$ cat src/rtl/gcn_sram_stream_ctrl.sv
// gcn_sram_stream_ctrl
//   Front-end for one single-port SRAM macro (512x128 by default) used as a
//   GCN feature/weight buffer. A write stream and a read-address stream share
//   the macro port, one access per cycle. The macro's registered read data is
//   captured into a small output FIFO that presents a valid/ready stream.
//
//   Optional feature macro: GCN_SRAM_STATS_EN (accepted write/read counters).
//
// Ports
//   clk, rst                   clock (also macro CE), synchronous active-high reset
//   wr_valid/wr_ready          write request handshake, wr_addr/wr_data payload
//   rd_valid/rd_ready          read request handshake, rd_addr payload
//   rdata_valid/rdata_ready    read-data stream out of the FIFO, rdata payload
//   sram_a/csb/web/oeb/i       macro pins driven by this block
//   sram_o                     macro registered read data
//   idle                       no read in flight and FIFO empty
//   stat_wr_cnt/stat_rd_cnt    accepted write/read counters (0 unless stats enabled)
module gcn_sram_stream_ctrl #(
  parameter int DATA_W    = 128,
  parameter int ADDR_W    = 9,
  parameter int OUT_DEPTH = 2
) (
  input  logic              clk,
  input  logic              rst,
  input  logic              wr_valid,
  output logic              wr_ready,
  input  logic [ADDR_W-1:0] wr_addr,
  input  logic [DATA_W-1:0] wr_data,
  input  logic              rd_valid,
  output logic              rd_ready,
  input  logic [ADDR_W-1:0] rd_addr,
  output logic              rdata_valid,
  input  logic              rdata_ready,
  output logic [DATA_W-1:0] rdata,
  output logic [ADDR_W-1:0] sram_a,
  output logic              sram_csb,
  output logic              sram_web,
  output logic              sram_oeb,
  output logic [DATA_W-1:0] sram_i,
  input  logic [DATA_W-1:0] sram_o,
  output logic              idle,
  output logic [31:0]       stat_wr_cnt,
  output logic [31:0]       stat_rd_cnt
);

  localparam int PTR_W = (OUT_DEPTH > 1) ? $clog2(OUT_DEPTH) : 1;
  localparam int CNT_W = $clog2(OUT_DEPTH + 1);

  logic [CNT_W-1:0]  occ_q, occ_d;
  logic [PTR_W-1:0]  wptr_q, wptr_d;
  logic [PTR_W-1:0]  rptr_q, rptr_d;
  logic              inflight_q, inflight_d;
  logic              prio_q, prio_d;
  logic [ADDR_W-1:0] a_q, a_d;
  logic [DATA_W-1:0] din_q, din_d;
  logic [DATA_W-1:0] mem_q [OUT_DEPTH];

  logic              push, pop;
  logic              rd_ok, contend;
  logic              grant_rd, grant_wr;
  logic [CNT_W:0]    credit_use;

  function automatic logic [PTR_W-1:0] ptr_inc(input logic [PTR_W-1:0] p);
    if (p == PTR_W'(OUT_DEPTH - 1)) return '0;
    return p + PTR_W'(1);
  endfunction

  always_comb begin
    rdata_valid = ~rst & (occ_q != '0);
    pop         = rdata_valid & rdata_ready;
    // Word read in the previous cycle is on sram_o now; a reset drops it.
    push        = inflight_q & ~rst;

    // Slots already claimed: buffered words plus the one in flight, less the
    // one leaving this cycle.
    credit_use  = {1'b0, occ_q} + (CNT_W+1)'(inflight_q) - (CNT_W+1)'(pop);
    rd_ok       = credit_use < (CNT_W+1)'(OUT_DEPTH);

    contend     = wr_valid & rd_valid & rd_ok;
    grant_rd    = ~rst & rd_valid & rd_ok & (~wr_valid | ~prio_q);
    grant_wr    = ~rst & wr_valid & ~grant_rd;

    wr_ready    = grant_wr;
    rd_ready    = grant_rd;

    prio_d      = (contend & ~rst) ? ~prio_q : prio_q;
    inflight_d  = grant_rd;

    sram_csb    = ~(grant_rd | grant_wr);
    sram_web    = ~grant_wr;
    sram_oeb    = 1'b0;

    a_d         = a_q;
    din_d       = din_q;
    if (grant_wr) begin
      a_d   = wr_addr;
      din_d = wr_data;
    end else if (grant_rd) begin
      a_d   = rd_addr;
    end
    sram_a      = a_d;
    sram_i      = din_d;

    wptr_d      = push ? ptr_inc(wptr_q) : wptr_q;
    rptr_d      = pop  ? ptr_inc(rptr_q) : rptr_q;
    occ_d       = occ_q + CNT_W'(push) - CNT_W'(pop);

    rdata       = mem_q[rptr_q];
    idle        = rst | (~inflight_q & (occ_q == '0));
  end

  always_ff @(posedge clk) begin
    if (rst) begin
      occ_q      <= '0;
      wptr_q     <= '0;
      rptr_q     <= '0;
      inflight_q <= 1'b0;
      prio_q     <= 1'b0;
      a_q        <= '0;
      din_q      <= '0;
    end else begin
      occ_q      <= occ_d;
      wptr_q     <= wptr_d;
      rptr_q     <= rptr_d;
      inflight_q <= inflight_d;
      prio_q     <= prio_d;
      a_q        <= a_d;
      din_q      <= din_d;
    end
  end

  // FIFO storage carries no reset; occupancy alone decides validity.
  always_ff @(posedge clk) begin
    if (push) mem_q[wptr_q] <= sram_o;
  end

  a_no_overflow: assert property (@(posedge clk) disable iff (rst)
    !(push && !pop && (occ_q == CNT_W'(OUT_DEPTH))));

`ifdef GCN_SRAM_STATS_EN
  logic [31:0] stat_wr_q, stat_rd_q;

  always_ff @(posedge clk) begin
    if (rst) begin
      stat_wr_q <= '0;
      stat_rd_q <= '0;
    end else begin
      if (grant_wr) stat_wr_q <= stat_wr_q + 32'd1;
      if (grant_rd) stat_rd_q <= stat_rd_q + 32'd1;
    end
  end

  assign stat_wr_cnt = stat_wr_q;
  assign stat_rd_cnt = stat_rd_q;
`else
  assign stat_wr_cnt = '0;
  assign stat_rd_cnt = '0;
`endif

endmodule

$ cat config.mk
export PLATFORM = sky130hd
export DESIGN_NAME = gcn_sram_stream_ctrl
export DESIGN_NICKNAME = d
export VERILOG_FILES = /design/src/rtl/gcn_sram_stream_ctrl.sv
export SDC_FILE = /design/constraint.sdc
export NUM_CORES = 1
export LEC_CHECK = 0
export ABC_AREA = 1
export CORE_AREA = 10 10 230 232
export CTS_CLUSTER_SIZE = 28
export DETAILED_ROUTE_END_ITERATION = 12
export DIE_AREA = 0 0 240 242
export PLACE_DENSITY = 0.7
export SLEW_MARGIN = 10
export SYNTH_ARGS = -nofsm -noshare
export SYNTH_HDL_FRONTEND = slang
export SYNTH_SLANG_ARGS = --single-unit
$ cat constraint.sdc
create_clock -name clk -period 11.88 [get_ports clk]
set_input_delay 1.188 -clock clk [delete_from_list [all_inputs] [get_ports clk]]
set_output_delay 1.188 -clock clk [all_outputs]
set_load 0.1 [all_outputs]
==> results summary, run 1 <==
The run finished with clean final reports. The area share of the largest cell type after synthesis is 48.0%. The floorplan step defined a core boundary enclosing 48,400 um2.

The min-delay analysis places its worst path in the category flop to flop. The total of buffers placed on input and output ports came out at 549. The number of synthesized register bits came out at 400. For this design the total switching power over the nets is 1.56 mW.

Traced cell by cell, the critical path runs through buf_4 > nor2_1 > nand3_1 > nand2_1 > nand2_1 > fa_1 > nand2_1 > nor2_4 > nand3_4 > nand2_8 > buf_4 > o21ai_1 > inv_1 > clkdlybuf4s50_1. The total internal power is 2.61 mW. The number of ports placed on the die boundary is 615. In this run the vertical extent of the chip is 242 um.

The highest net fanout along the worst path came out at 163. The buffer and inverter count on the worst path came out at 4. The initial core utilization is 33.1%. STA classifies the critical path endpoint as an output port. The required time of the critical path came out at 10.69 ns. The final cycle utilization of the critical path came out at 62.3%. The total of warnings raised by yosys is 0. Yosys attributes the largest share of cell area to sky130_fd_sc_hd__edfxtp_1 48%, sky130_fd_sc_hd__dfxtp_1 18%, sky130_fd_sc_hd__mux2_2 9.0%. The via count of the first global-routing pass came to 11,500.

The average instance area after synthesis is 11.4 um2. The post-synthesis xor/xnor area fraction came out at 0.164%. The worst setup path is launched from an input port.

Across the routed clock network, the largest skew measured is 0.0205 ns. The commonest cells after synthesis are 273 x sky130_fd_sc_hd__inv_1, 256 x sky130_fd_sc_hd__edfxtp_1, 158 x sky130_fd_sc_hd__nand2_1, 144 x sky130_fd_sc_hd__dfxtp_1, 140 x sky130_fd_sc_hd__nor2_1. Once placement completed, the tool counted placed cells totaling 2,518. The total of endpoints with negative setup slack in the final report came out at 0. The library cell used as clock root buffer is sky130_fd_sc_hd__clkbuf_16.

After Yosys synthesis, and, or, nand and nor cells account for 8.26% of the synthesized area. The portion of netlist area occupied by mux cells came out at 9.00%. The post-cts resize count is 0.

Summing the areas of all compound-gate instances in the mapped netlist gives 4.16% of the synthesized area. The sum of negative setup slack came out at 0 ns. The clock period minus worst slack is 7.40 ns. The count of nets left with antenna violations once routing finished came out at 0.

The cell family contributing the most delay on the critical path is buffers and inverters. The post-synthesis adder-cell area fraction is 0.203%. The most common cell type on the critical path is sky130_fd_sc_hd__nand2_1. In this run switching power makes up 37.5% of total power. The proportion of power drawn by flip-flops and latches came out at 37.6%. The die covers 58,100 um2. The clock transition time at the flip-flop clock pins of the worst setup and hold paths is 0.05 ns.

The mean number of vias per cell is 4.32. The slowest stage of the critical path belongs to the cell sky130_fd_sc_hd__clkdlybuf4s50_1. The via total after detailed routing is 11,200. After clock tree synthesis, the setup repair step added 0 buffers. Setup repair after global routing left no endpoint under its margin. The CTS tree is yes.

The first routing iteration left 502 violations. The clock tree synthesis step divided the H-tree into 2 levels. The buffer depth of the longest clock path came out at 3. The later-pin clock latency in the skew report is 0.55 ns.

The leakage power figure came out at 9.58 nW. The portion of total power attributed to combinational logic is 32.0%. The power density over the cells is 181 nW/um2.

The total iterations of the first detailed-routing run is 4. The cell area after technology mapping came out at 16,000 um2. The normalized max-slew margin came out at 25.7%. The floorplan has 81 rows.

The post-route netlist has 10.9% of its cells at a drive strength greater than 1. The tree built by TritonCTS fans out to 400 sinks. The final net count is 2,221. Buffers inserted during clock tree synthesis total 42. The final-report hold violation count is 0.

The tightest hold path in the finished design has a slack of 0.519 ns. Synthesis produced a netlist whose cell count is 1,402. The worst vdd rail ir drop is 0.131 mV. The number of violations of the max-capacitance limit came out at 0. The final layout contains routed wiring with a total length of 46.0 mm.

In this design, the stage delay of the slowest critical-path cell is 1.15 ns. The most instantiated library cell after synthesis is sky130_fd_sc_hd__inv_1. The first-pass GRT wire length is 67.7 mm.

The number of pins with negative max-slew slack in the final report came out at 0. The area growth from synthesis to layout is 44.0%. Yosys mapped a number of flops with a built-in enable equal to 256. The number of hold buffers added after CTS was 0. The total grt overflow is 0. The number of standard cells in the final layout excluding fillers came out at 2,597.

The type of the worst setup path is input port to output port. Global routing consumed, over all layers together, 15.0% of the routing resources. In this run the register-to-register setup slack is 7.59 ns. Among all flip-flop cells after synthesis, the most frequent one is sky130_fd_sc_hd__edfxtp_1. Once detailed placement completed, the half-perimeter wirelength came to 34.5 mm. The async set-reset flop share out of synthesis came out at 0%. The register area share after synthesis came out at 66.0%.

The residual DRC count came out at 0. Summed over all instances, the cell type with the most area after synthesis is sky130_fd_sc_hd__edfxtp_1. Timing would allow up to 135 MHz. Entering global routing, the biggest net connects 164 pins.

The post-detailed-route wirelength per cell came out at 17.7 um. After synthesis, the largest family of logic cells by area is buffers and inverters. For the pin with the worst max-slew slack, the measured transition is 1.11 ns.

The floorplan step set the die width to 240 um. Of the total power, the clock network draws 30.4%. The count of different cell masters after synthesis is 27. The global placer's final weighted congestion is 0.828. The worst path arrival time is 6.21 ns. The initial antenna violation count was 7.
[area by class of cell]
class | instances | area, um2
flip-flops and latches | 400 | 10600
well taps | 622 | 778
diodes | 2 | 5.00
repair buffers | 556 | 5540
multi-input cells | 662 | 3760
inverters | 278 | 1050
clock buffers | 54 | 1140
fillers | 4385 | 25400
clock inverters | 23 | 214
[routing by layer]
layer  track usage [%]  routed length (um)  part of all wire, %
met1              16.2               17100                   37
met2              25.5               22100                   48
met3              7.97                6020                   13
met4              3.42                 667                  1.4
met5                 0                  91                 0.20
[cell families after synthesis]
group           Yosys count
compound gates          131
xor+xnor                  3
fa+ha+maj                 2
buf+inv                 404
flops                   400
mux                     128
other cells               1
simple gates            333
[worst min-delay path: cells and delay by family (launching register included)]
family           cells  cell delay [ns]
AND/OR/NAND/NOR      1             0.07
XOR/XNOR             1             0.07
flip-flops           1             0.34
[registers in the layout, indices dropped and copies added, names as in the netlist, named ones only]
| signal | count |
|---|---|
| a_q | 9 |
| din_q | 128 |
| inflight_q | 1 |
| mem_q | 256 |
| occ_q | 2 |
| prio_q | 1 |
| rptr_q | 1 |
| wptr_q | 1 |
[metrics by stage]
stage               utilization (%)  setup slack [ns]  instance area, um2  power [mW]
floorplan                         -              4.34               16300        2.62
global placement               44.8              4.69               21700        2.93
detailed placement             44.8              4.56               21700        2.94
CTS                            47.6              4.55               23000        4.23
global route                   47.6              4.15               23000        4.33
finish                         47.6              4.48               23100        4.17
[layout by cell type (no fill, tap or decap), types with 3 or more instances in the layout]
| cell | instances |
|---|---|
| sky130_fd_sc_hd__clkinv_2 | 7 |
| sky130_fd_sc_hd__edfxtp_1 | 256 |
| sky130_fd_sc_hd__clkbuf_16 | 43 |
| sky130_fd_sc_hd__clkbuf_1 | 9 |
| sky130_fd_sc_hd__clkinv_1 | 7 |
| sky130_fd_sc_hd__nor2_1 | 138 |
| sky130_fd_sc_hd__dfxtp_1 | 143 |
| sky130_fd_sc_hd__clkdlybuf4s50_1 | 546 |
| sky130_fd_sc_hd__nand2_1 | 158 |
| sky130_fd_sc_hd__mux2_2 | 128 |
| sky130_fd_sc_hd__o21ai_0 | 10 |
| sky130_fd_sc_hd__o21ai_2 | 3 |
| sky130_fd_sc_hd__nand3_1 | 29 |
| sky130_fd_sc_hd__o21ai_1 | 117 |
| sky130_fd_sc_hd__conb_1 | 65 |
| sky130_fd_sc_hd__inv_2 | 4 |
| sky130_fd_sc_hd__nor2_4 | 3 |
| sky130_fd_sc_hd__inv_1 | 273 |
| sky130_fd_sc_hd__bufinv_16 | 3 |
| sky130_fd_sc_hd__buf_4 | 10 |
[power groups by stage]
stage,registers (mW),logic (mW),clock network (mW)
6_report,1.57,1.34,1.27
5_1_grt,1.58,1.39,1.36
4_1_cts,1.57,1.34,1.31
3_5_place_dp,1.60,1.34,0
3_3_place_gp,1.60,1.33,0
2_1_floorplan,1.60,1.03,0
[worst paths after layout]
path | start | to | cells past startpoint
setup / recovery | rst | sram_i[75] | 14
hold / removal | prio_q | prio_q | 2
setup reg to reg | occ_q[1] | din_q[67] | 14
hold reg to reg | prio_q | prio_q | 2
No activity file was read; power rests on OpenSTA's default activity.
==> run 2, diff against run 1 <==
--- a/config.mk
+++ b/config.mk
@@ -6,11 +6,11 @@
 export NUM_CORES = 1
 export LEC_CHECK = 0
 export ABC_AREA = 1
-export CORE_AREA = 10 10 230 232
+export CORE_AREA = 10 10 233 235
 export CTS_CLUSTER_SIZE = 28
 export DETAILED_ROUTE_END_ITERATION = 12
-export DIE_AREA = 0 0 240 242
-export PLACE_DENSITY = 0.7
+export DIE_AREA = 0 0 243 245
+export PLACE_DENSITY = 0.69
 export SLEW_MARGIN = 10
 export SYNTH_ARGS = -nofsm -noshare
 export SYNTH_HDL_FRONTEND = slang
==> constraint.sdc (replaced) <==
create_clock -name clk -period 7.4 [get_ports clk]
set_input_delay 0.74 -clock clk [delete_from_list [all_inputs] [get_ports clk]]
set_output_delay 0.74 -clock clk [all_outputs]
set_load 0.1 [all_outputs]
==> results summary, run 2 (synthesis results as in run 1) <==
The detailed placer's ending HPWL came out at 33.1 mm (-4.3%). The number of placed instances with taps included came out at 2,569 (+2.0%). The post-detailed-route wirelength per cell came to 17.0 um (-4.1%). The final-report hold violation count is 0 (unchanged). The clock transition time at the flip-flop clock pins of the worst setup and hold paths is 0.05 ns (about the same). The mean number of vias per cell came to 4.24 (-1.6%).

Static timing analysis puts the maximum clock frequency at 171 MHz. The portion of total power attributed to combinational logic was 31.4% (-0.6 points). The via count of the first global-routing pass is 11,300 (-1.3%). The startpoint identified for the worst hold timing path is rptr_q. The proportion of power drawn by flip-flops and latches came out at 37.1% (-0.5 points). The total of endpoints with negative setup slack in the final report is 0 (unchanged). In the finished design, the share of the clock period the worst path needs comes to 79.2%.

The clock period minus worst slack is 5.86 ns. The total grt overflow is 0 (unchanged). The final setup skew came out at 0.0179 ns (-0.00252 ns). The residual DRC count is 0 (unchanged). The number of violations of the max-capacitance limit came out at 0 (unchanged). The area of the die is 59,500 um2 (+2.5%). The initial core utilization is 32.2% (-0.81 points). The number of standard cells in the final layout excluding fillers is 2,649 (+2.0%). The via total after detailed routing is 11,200 (+0.32%). The horizontal die dimension is 243 um (+1.3%). CTS placed an instance of sky130_fd_sc_hd__clkbuf_16 at the clock tree root. The global placer's final weighted congestion is 0.822 (-0.72%). The number of sinks on the clock net is 400 (unchanged). The net switching share of the total power came to 37.2% (-0.29 points). The transition time at the pin with the least slew margin came out at 1.11 ns (+0.00379 ns). The largest registers in the layout are mem_q (256), din_q (128), a_q (9). The critical path goes through buf_4 > nor2_1 > nand3_1 > nand2_1 > nand2_1 > fa_1 > nand2_1 > nor2_4 > nand3_4 > nand2_8 > buf_12 > o21ai_1 > inv_1 > clkdlybuf4s50_1. For hold timing, the worst endpoint is rptr_q. The required time of the critical path came out at 6.66 ns (-4.03 ns).

In the layout the commonest cells are 548 x sky130_fd_sc_hd__clkdlybuf4s50_1, 273 x sky130_fd_sc_hd__inv_1, 256 x sky130_fd_sc_hd__edfxtp_1. The flip-flop count of the largest register after layout came out at 256 (unchanged). The routed length on met3 is 5.07 mm (-16%). The setup slack on the worst flop-to-flop path is 3.74 ns (-3.85 ns). In this run the critical register-to-register path is launched from occ_q[1]. The sum of negative setup slack came out at 0 ns (unchanged). The starting DRC count in detailed routing was 619 (+23%). The post-cts resize count is 0 (unchanged).

The area growth from synthesis to layout came out at 45.2%. The most frequent standard cell in the layout excluding fill and tap cells is sky130_fd_sc_hd__clkdlybuf4s50_1. The depth of the most critical reg-to-reg path is 14 (unchanged). The total clock buffers created by CTS is 44 (+4.8%). The depth of the CTS H-tree came out at 2 (unchanged). The largest net degree at the start of global routing is 130 (-21%).

The worst setup path is captured at an output port. The later-pin clock latency in the skew report is 0.56 ns (about the same). The number of hold buffers added after cts is 0 (unchanged). The highest net fanout along the worst path came out at 122 (-25%). The number of ports placed on the die boundary came out at 615 (unchanged). The final net count came out at 2,224 (+0.14%). The capture point of the worst reg-to-reg path is din_q[67]. The largest stage delay on the critical path came out at 1.13 ns (-0.02 ns).

The total iterations of the first detailed-routing run is 5 (+1). The placement row count came out at 82 (+1.2%). The number of buffers added for setup after CTS is 0 (unchanged). The normalized max-slew margin came out at 25.5% (-0.25 points). Setup repair after global routing left no endpoint under its margin.

The cell family contributing the most delay on the critical path is buffers and inverters. The total internal power came to 4.27 mW (+64%). The wire length on met1 came out at 18.0 mm (+5.3%). The first-pass GRT wire length is 67.0 mm (-0.99%). The detailed router used layers up to and including met5. The total of buffers placed on input and output ports came to 549 (unchanged). TritonCTS built the clock tree. The worst vdd rail ir drop is 0.196 mV (+50%). The leakage power figure is 9.64 nW (+0.62%). The class of the tightest hold or removal check is flop to flop.

The power spent charging and discharging nets came out at 2.53 mW (+62%). The most common cell type on the critical path is sky130_fd_sc_hd__nand2_1. The overall routing resource usage is 14.3% (-0.66 points). The detailed-routed wire length on met2 is 21.1 mm (-4.6%). The wire length reported by the detailed router is 45.0 mm (-2.1%).

The buffer depth of the longest clock path came out at 3 (unchanged). The run finished with clean final reports. The worst hold path stage count came out at 2 (unchanged). The post-route antenna net violation count came out at 0 (unchanged). The power density over the cells came to 292 nW/um2 (+62%). The cell with the largest stage delay on the worst path is sky130_fd_sc_hd__clkdlybuf4s50_1.

The worst setup path is of the input port to output port kind. The worst path arrival time came out at 5.12 ns (-1.09 ns). The number of pins with negative max-slew slack in the final report is 0 (unchanged). The number of filler instances in the final layout is 4,577 (+4.4%). The area of the placeable core came out at 49,700 um2 (+2.5%).

The relative contribution of the clock network to total power is 31.4% (+1.0 points). The buffer and inverter count on the worst path came out at 4 (unchanged). The overall die height is 245 um (+1.2%). The startpoint type of the worst setup path is an input port. Counting flops per register, the top entry is mem_q.

The fraction of final layout cells sized beyond drive strength 1 came out at 11.0% (+0.10 points). The initial antenna violation count came to 7 (unchanged).
[run 2: power by group through the flow]
| stage | Clock, mW | Combinational [mW] | Sequential [mW] |
|---|---|---|---|
| floorplan | 0 | 1.65 | 2.56 |
| global placement | 0 | 2.14 | 2.57 |
| detailed placement | 0 | 2.14 | 2.57 |
| CTS | 2.21 | 2.15 | 2.52 |
| global route | 2.30 | 2.23 | 2.53 |
| finish | 2.14 | 2.14 | 2.52 |
[run 2: worst max path at each step]
stage	from	endpoint	slack, ns	cells past startpoint
6_report	rst	sram_i[58]	1.54	14
4_1_cts	occ_q[1]	sram_i[60]	1.54	14
3_3_place_gp	rst	sram_i[74]	1.65	15
2_1_floorplan	rst	mem_q[0][0]	0.31	4
3_5_place_dp	rst	sram_i[56]	1.60	14
5_1_grt	occ_q[1]	sram_i[58]	1.15	14
[run 2: worst reg2reg max path: stages, from the launching register on]
cell,delay (ns)
sky130_fd_sc_hd__dfxtp_1,0.43
sky130_fd_sc_hd__nor2_1,0.08
sky130_fd_sc_hd__nor2_1,0.22
sky130_fd_sc_hd__nand3_1,0.22
sky130_fd_sc_hd__nand2_1,0.12
sky130_fd_sc_hd__nand2_1,0.07
sky130_fd_sc_hd__fa_1,0.50
sky130_fd_sc_hd__nand2_1,0.08
sky130_fd_sc_hd__nor2_4,0.13
sky130_fd_sc_hd__nand3_4,0.24
sky130_fd_sc_hd__nand2_8,0.54
sky130_fd_sc_hd__buf_12,0.52
sky130_fd_sc_hd__nand2_1,0.16
sky130_fd_sc_hd__o21ai_1,0.13
sky130_fd_sc_hd__nor2_1,0.06
[run 2: stage by stage]
stage | utilization, % | cell area (um2) | hold WS [ns] | worst slack (ns) | total power, mW
after floorplan | - | 16300 | 0.472 | 0.311 | 4.21
after global placement | 43.9 | 21800 | 0.502 | 1.65 | 4.70
after detailed placement | 43.9 | 21800 | 0.504 | 1.60 | 4.71
after CTS | 46.8 | 23200 | 0.518 | 1.54 | 6.89
after global routing | 46.8 | 23200 | 0.538 | 1.15 | 7.06
final | 46.8 | 23200 | 0.509 | 1.54 | 6.80
[run 2: layout make-up]
type                            instances  area (um2)  share of cell area (%)
Tap cell                              672         841                    3.62
Clock buffer                           57        1220                    5.27
Clock inverter                         19         200                   0.861
Antenna cell                            4        10.0                  0.0431
Multi-Input combinational cell        662        3760                    16.2
Timing Repair Buffer                  557        5590                    24.1
Inverter                              278        1050                    4.50
Sequential cell                       400       10600                    45.5
[run 2: per-layer routing]
layer	GRT usage, %	vias to the layer above
li1	-	5458
met1	16.6	5282
met2	23.2	440
met3	7.10	58
met4	3.97	6
met5	0	-
==> run 3, diff against run 2 <==
--- a/config.mk
+++ b/config.mk
@@ -6,11 +6,11 @@
 export NUM_CORES = 1
 export LEC_CHECK = 0
 export ABC_AREA = 1
-export CORE_AREA = 10 10 233 235
+export CORE_AREA = 10 10 230 232
 export CTS_CLUSTER_SIZE = 28
 export DETAILED_ROUTE_END_ITERATION = 12
-export DIE_AREA = 0 0 243 245
-export PLACE_DENSITY = 0.69
+export DIE_AREA = 0 0 240 242
+export PLACE_DENSITY = 0.73
 export SLEW_MARGIN = 10
 export SYNTH_ARGS = -nofsm -noshare
 export SYNTH_HDL_FRONTEND = slang
==> constraint.sdc (replaced) <==
create_clock -name clk -period 5.3 [get_ports clk]
set_input_delay 0.53 -clock clk [delete_from_list [all_inputs] [get_ports clk]]
set_output_delay 0.53 -clock clk [all_outputs]
set_load 0.1 [all_outputs]
==> results summary, run 3 (synthesis results as in run 1) <==
The post-cts resize count was 0 (unchanged). The overall die height is 242 um (-1.2%). The detailed placer's ending HPWL came out at 34.4 mm (+3.9%). Counting stages on the worst path, the most repeated cell is sky130_fd_sc_hd__nand2_1. The number of violations of the max-capacitance limit came out at 0 (unchanged). The number of hold buffers added after cts is 0 (unchanged). The most frequent standard cell in the layout excluding fill and tap cells is sky130_fd_sc_hd__clkdlybuf4s50_1.

The critical path in this run is classified as flop to output port. The number of pins with negative max-slew slack in the final report is 0 (unchanged). The worst path in the final design needs a cycle of 4.61 ns, including I/O delays and setup. The worst path arrival time came out at 4.08 ns (-1.04 ns).

The transition time at the pin with the least slew margin came to 1.12 ns (+0.00184 ns). Setup repair after global routing left no endpoint under its margin. The initial core utilization was 33.1% (+0.81 points). The total of endpoints with negative setup slack in the final report came out at 0 (unchanged). The via count of the first global-routing pass came out at 11,600 (+2.4%). The largest registers in the layout are mem_q (256), din_q (128), a_q (9). The first-pass GRT wire length is 67.1 mm (about the same). The capturing element type of the critical path is an output port. The post-detailed-route wirelength per cell is 17.4 um (+2.6%).

The total grt overflow is 0 (unchanged). The number of buffers added for setup after CTS is 0 (unchanged). The fraction of final layout cells sized beyond drive strength 1 is 18.6% (+7.6 points). The number of sinks on the clock net is 400 (unchanged). The area of the die is 58,100 um2 (-2.4%). The sum of negative setup slack is 0 ns (unchanged). The total of buffers placed on input and output ports was 549 (unchanged).

The clock transition time at the flip-flop clock pins of the worst setup and hold paths came to 0.06 ns (about the same). The depth of the CTS H-tree came to 2 (unchanged). The flow ran to the end, and the final reports show no timing, DRC or antenna violations.

The design area is 22,900 um2 (-1.7%). The buffer and inverter count on the worst path came out at 3 (-1). The number of ports placed on the die boundary is 615 (unchanged).

In this run the worst hold path is classified as input port to flop. The area growth from synthesis to layout came out at 42.7%. The leakage power figure came out at 9.86 nW (+2.3%).

The area of the placeable core is 48,400 um2 (-2.4%). The largest net degree at the start of global routing was 94 (-28%). The initial antenna violation count came out at 3 (-4). Traced cell by cell, the critical path runs through nor2_1 > nor2_2 > nand3_1 > nand2_1 > nand2_1 > fa_1 > nand2_1 > nor2_4 > nand3_4 > nand2_8 > buf_12 > nand2_1 > o21ai_1 > inv_1 > buf_4. The buffer depth of the longest clock path is 3 (unchanged). The relative contribution of the clock network to total power came out at 30.8% (-0.6 points).

The largest stage delay on the critical path came to 0.51 ns (-0.62 ns). Counting flops per register, the top entry is mem_q. The mean number of vias per cell is 4.34 (+2.2%). The post-route antenna net violation count is 0 (unchanged). The starting DRC count in detailed routing came to 559 (-9.7%).

The final setup skew is 0.0170 ns (-0.000958 ns). The proportion of power drawn by flip-flops and latches is 37.6% (+0.5 points). The total internal power was 5.80 mW (+36%). The placement row count came to 81 (-1.2%). The later-pin clock latency in the skew report came out at 0.57 ns (about the same). The total iterations of the first detailed-routing run came out at 5 (unchanged). The worst setup path is launched from a flop.

The global placer's final weighted congestion came to 0.844 (+2.6%). The flip-flop count of the largest register after layout came to 256 (unchanged). The highest net fanout along the worst path came out at 93 (-24%). The portion of total power attributed to combinational logic came out at 31.6% (+0.2 points). The total clock buffers created by CTS came to 42 (-4.5%). The required time of the critical path is 4.77 ns (-1.89 ns).

The horizontal die dimension is 240 um (-1.2%). TritonCTS built the clock tree. The net switching share of the total power came to 37.9% (+0.76 points).

The maximum achievable frequency came out at 217 MHz. In the layout the commonest cells are 407 x sky130_fd_sc_hd__clkdlybuf4s50_1, 273 x sky130_fd_sc_hd__inv_1, 256 x sky130_fd_sc_hd__edfxtp_1. The slowest stage of the critical path belongs to the cell sky130_fd_sc_hd__fa_1. The tree is rooted in a sky130_fd_sc_hd__clkbuf_16. The count of antenna diodes in the layout was 0 (-4). The final net count came out at 2,231 (+0.31%). The power density over the cells is 409 nW/um2 (+40%). The via total after detailed routing is 11,300 (+0.54%). The final-report hold violation count was 0 (unchanged). The final critical path takes up 87.1% of the cycle. The post-placement cell area is 21,500 um2 (-1.5%).

Grouping stages by cell kind, the critical path spends the most delay in simple AND/OR/NAND/NOR gates. The wire length reported by the detailed router came to 45.5 mm (+0.95%). The normalized max-slew margin is 25.4% (-0.12 points). The power spent charging and discharging nets is 3.55 mW (+40%). The worst vdd rail ir drop came to 0.274 mV (+40%).

The overall routing resource usage is 14.8% (+0.47 points). The residual DRC count came out at 0 (unchanged).
-- run 3: layout make-up --
cell class | count | area [um2]
repair buffers | 566 | 5320
multi-input cells | 662 | 3760
well taps | 622 | 778
fillers | 4359 | 25600
flip-flops and latches | 400 | 10600
inverters | 278 | 1050
clock buffers | 62 | 1220
clock inverters | 16 | 164
-- run 3: worst paths after layout --
| kind | startpoint | endpoint | slack [ns] | depth (start not counted) |
|---|---|---|---|---|
| max | occ_q[1] | sram_i[70] | 0.69 | 15 |
| max reg2reg | occ_q[1] | din_q[70] | 1.87 | 14 |
| min reg2reg | rptr_q | rptr_q | 0.52 | 2 |
| min | rst | occ_q[1] | 0.39 | 4 |
-- run 3: power by group through the flow --
stage | clock network, mW | logic, mW | registers, mW
after floorplan | 0 | 2.30 | 3.57
after global placement | 0 | 2.94 | 3.58
after detailed placement | 0 | 2.96 | 3.59
after CTS | 2.98 | 2.97 | 3.52
after global routing | 3.11 | 3.07 | 3.53
final | 2.88 | 2.95 | 3.52
-- run 3: stage by stage --
stage / total power [mW] / instances / setup WS [ns] / utilization, % / hold slack (ns)
floorplan: 5.87 / 1466 / 0.165 / - / 0.472
global placement: 6.52 / 2528 / 1.18 / 44.3 / 0.491
detailed placement: 6.55 / 2528 / 1.02 / 44.3 / 0.496
CTS: 9.47 / 2606 / 0.688 / 47.2 / 0.336
global route: 9.71 / 2606 / 0.334 / 47.2 / 0.406
finish: 9.35 / 2606 / 0.686 / 47.2 / 0.389
-- run 3: worst min-delay path, stage by stage --
cell and delay (ns):
sky130_fd_sc_hd__buf_4 0.09, sky130_fd_sc_hd__nor2_2 0.05, sky130_fd_sc_hd__nand3_1 0.14, sky130_fd_sc_hd__a21oi_1 0.08
-- run 3: routing by layer --
| metal | part of all wire (%) | global-route usage, % |
|---|---|---|
| met1 | 38 | 16.8 |
| met2 | 48 | 25.0 |
| met3 | 12 | 6.30 |
| met4 | 1.7 | 4.13 |
| met5 | 0.097 | 0 |
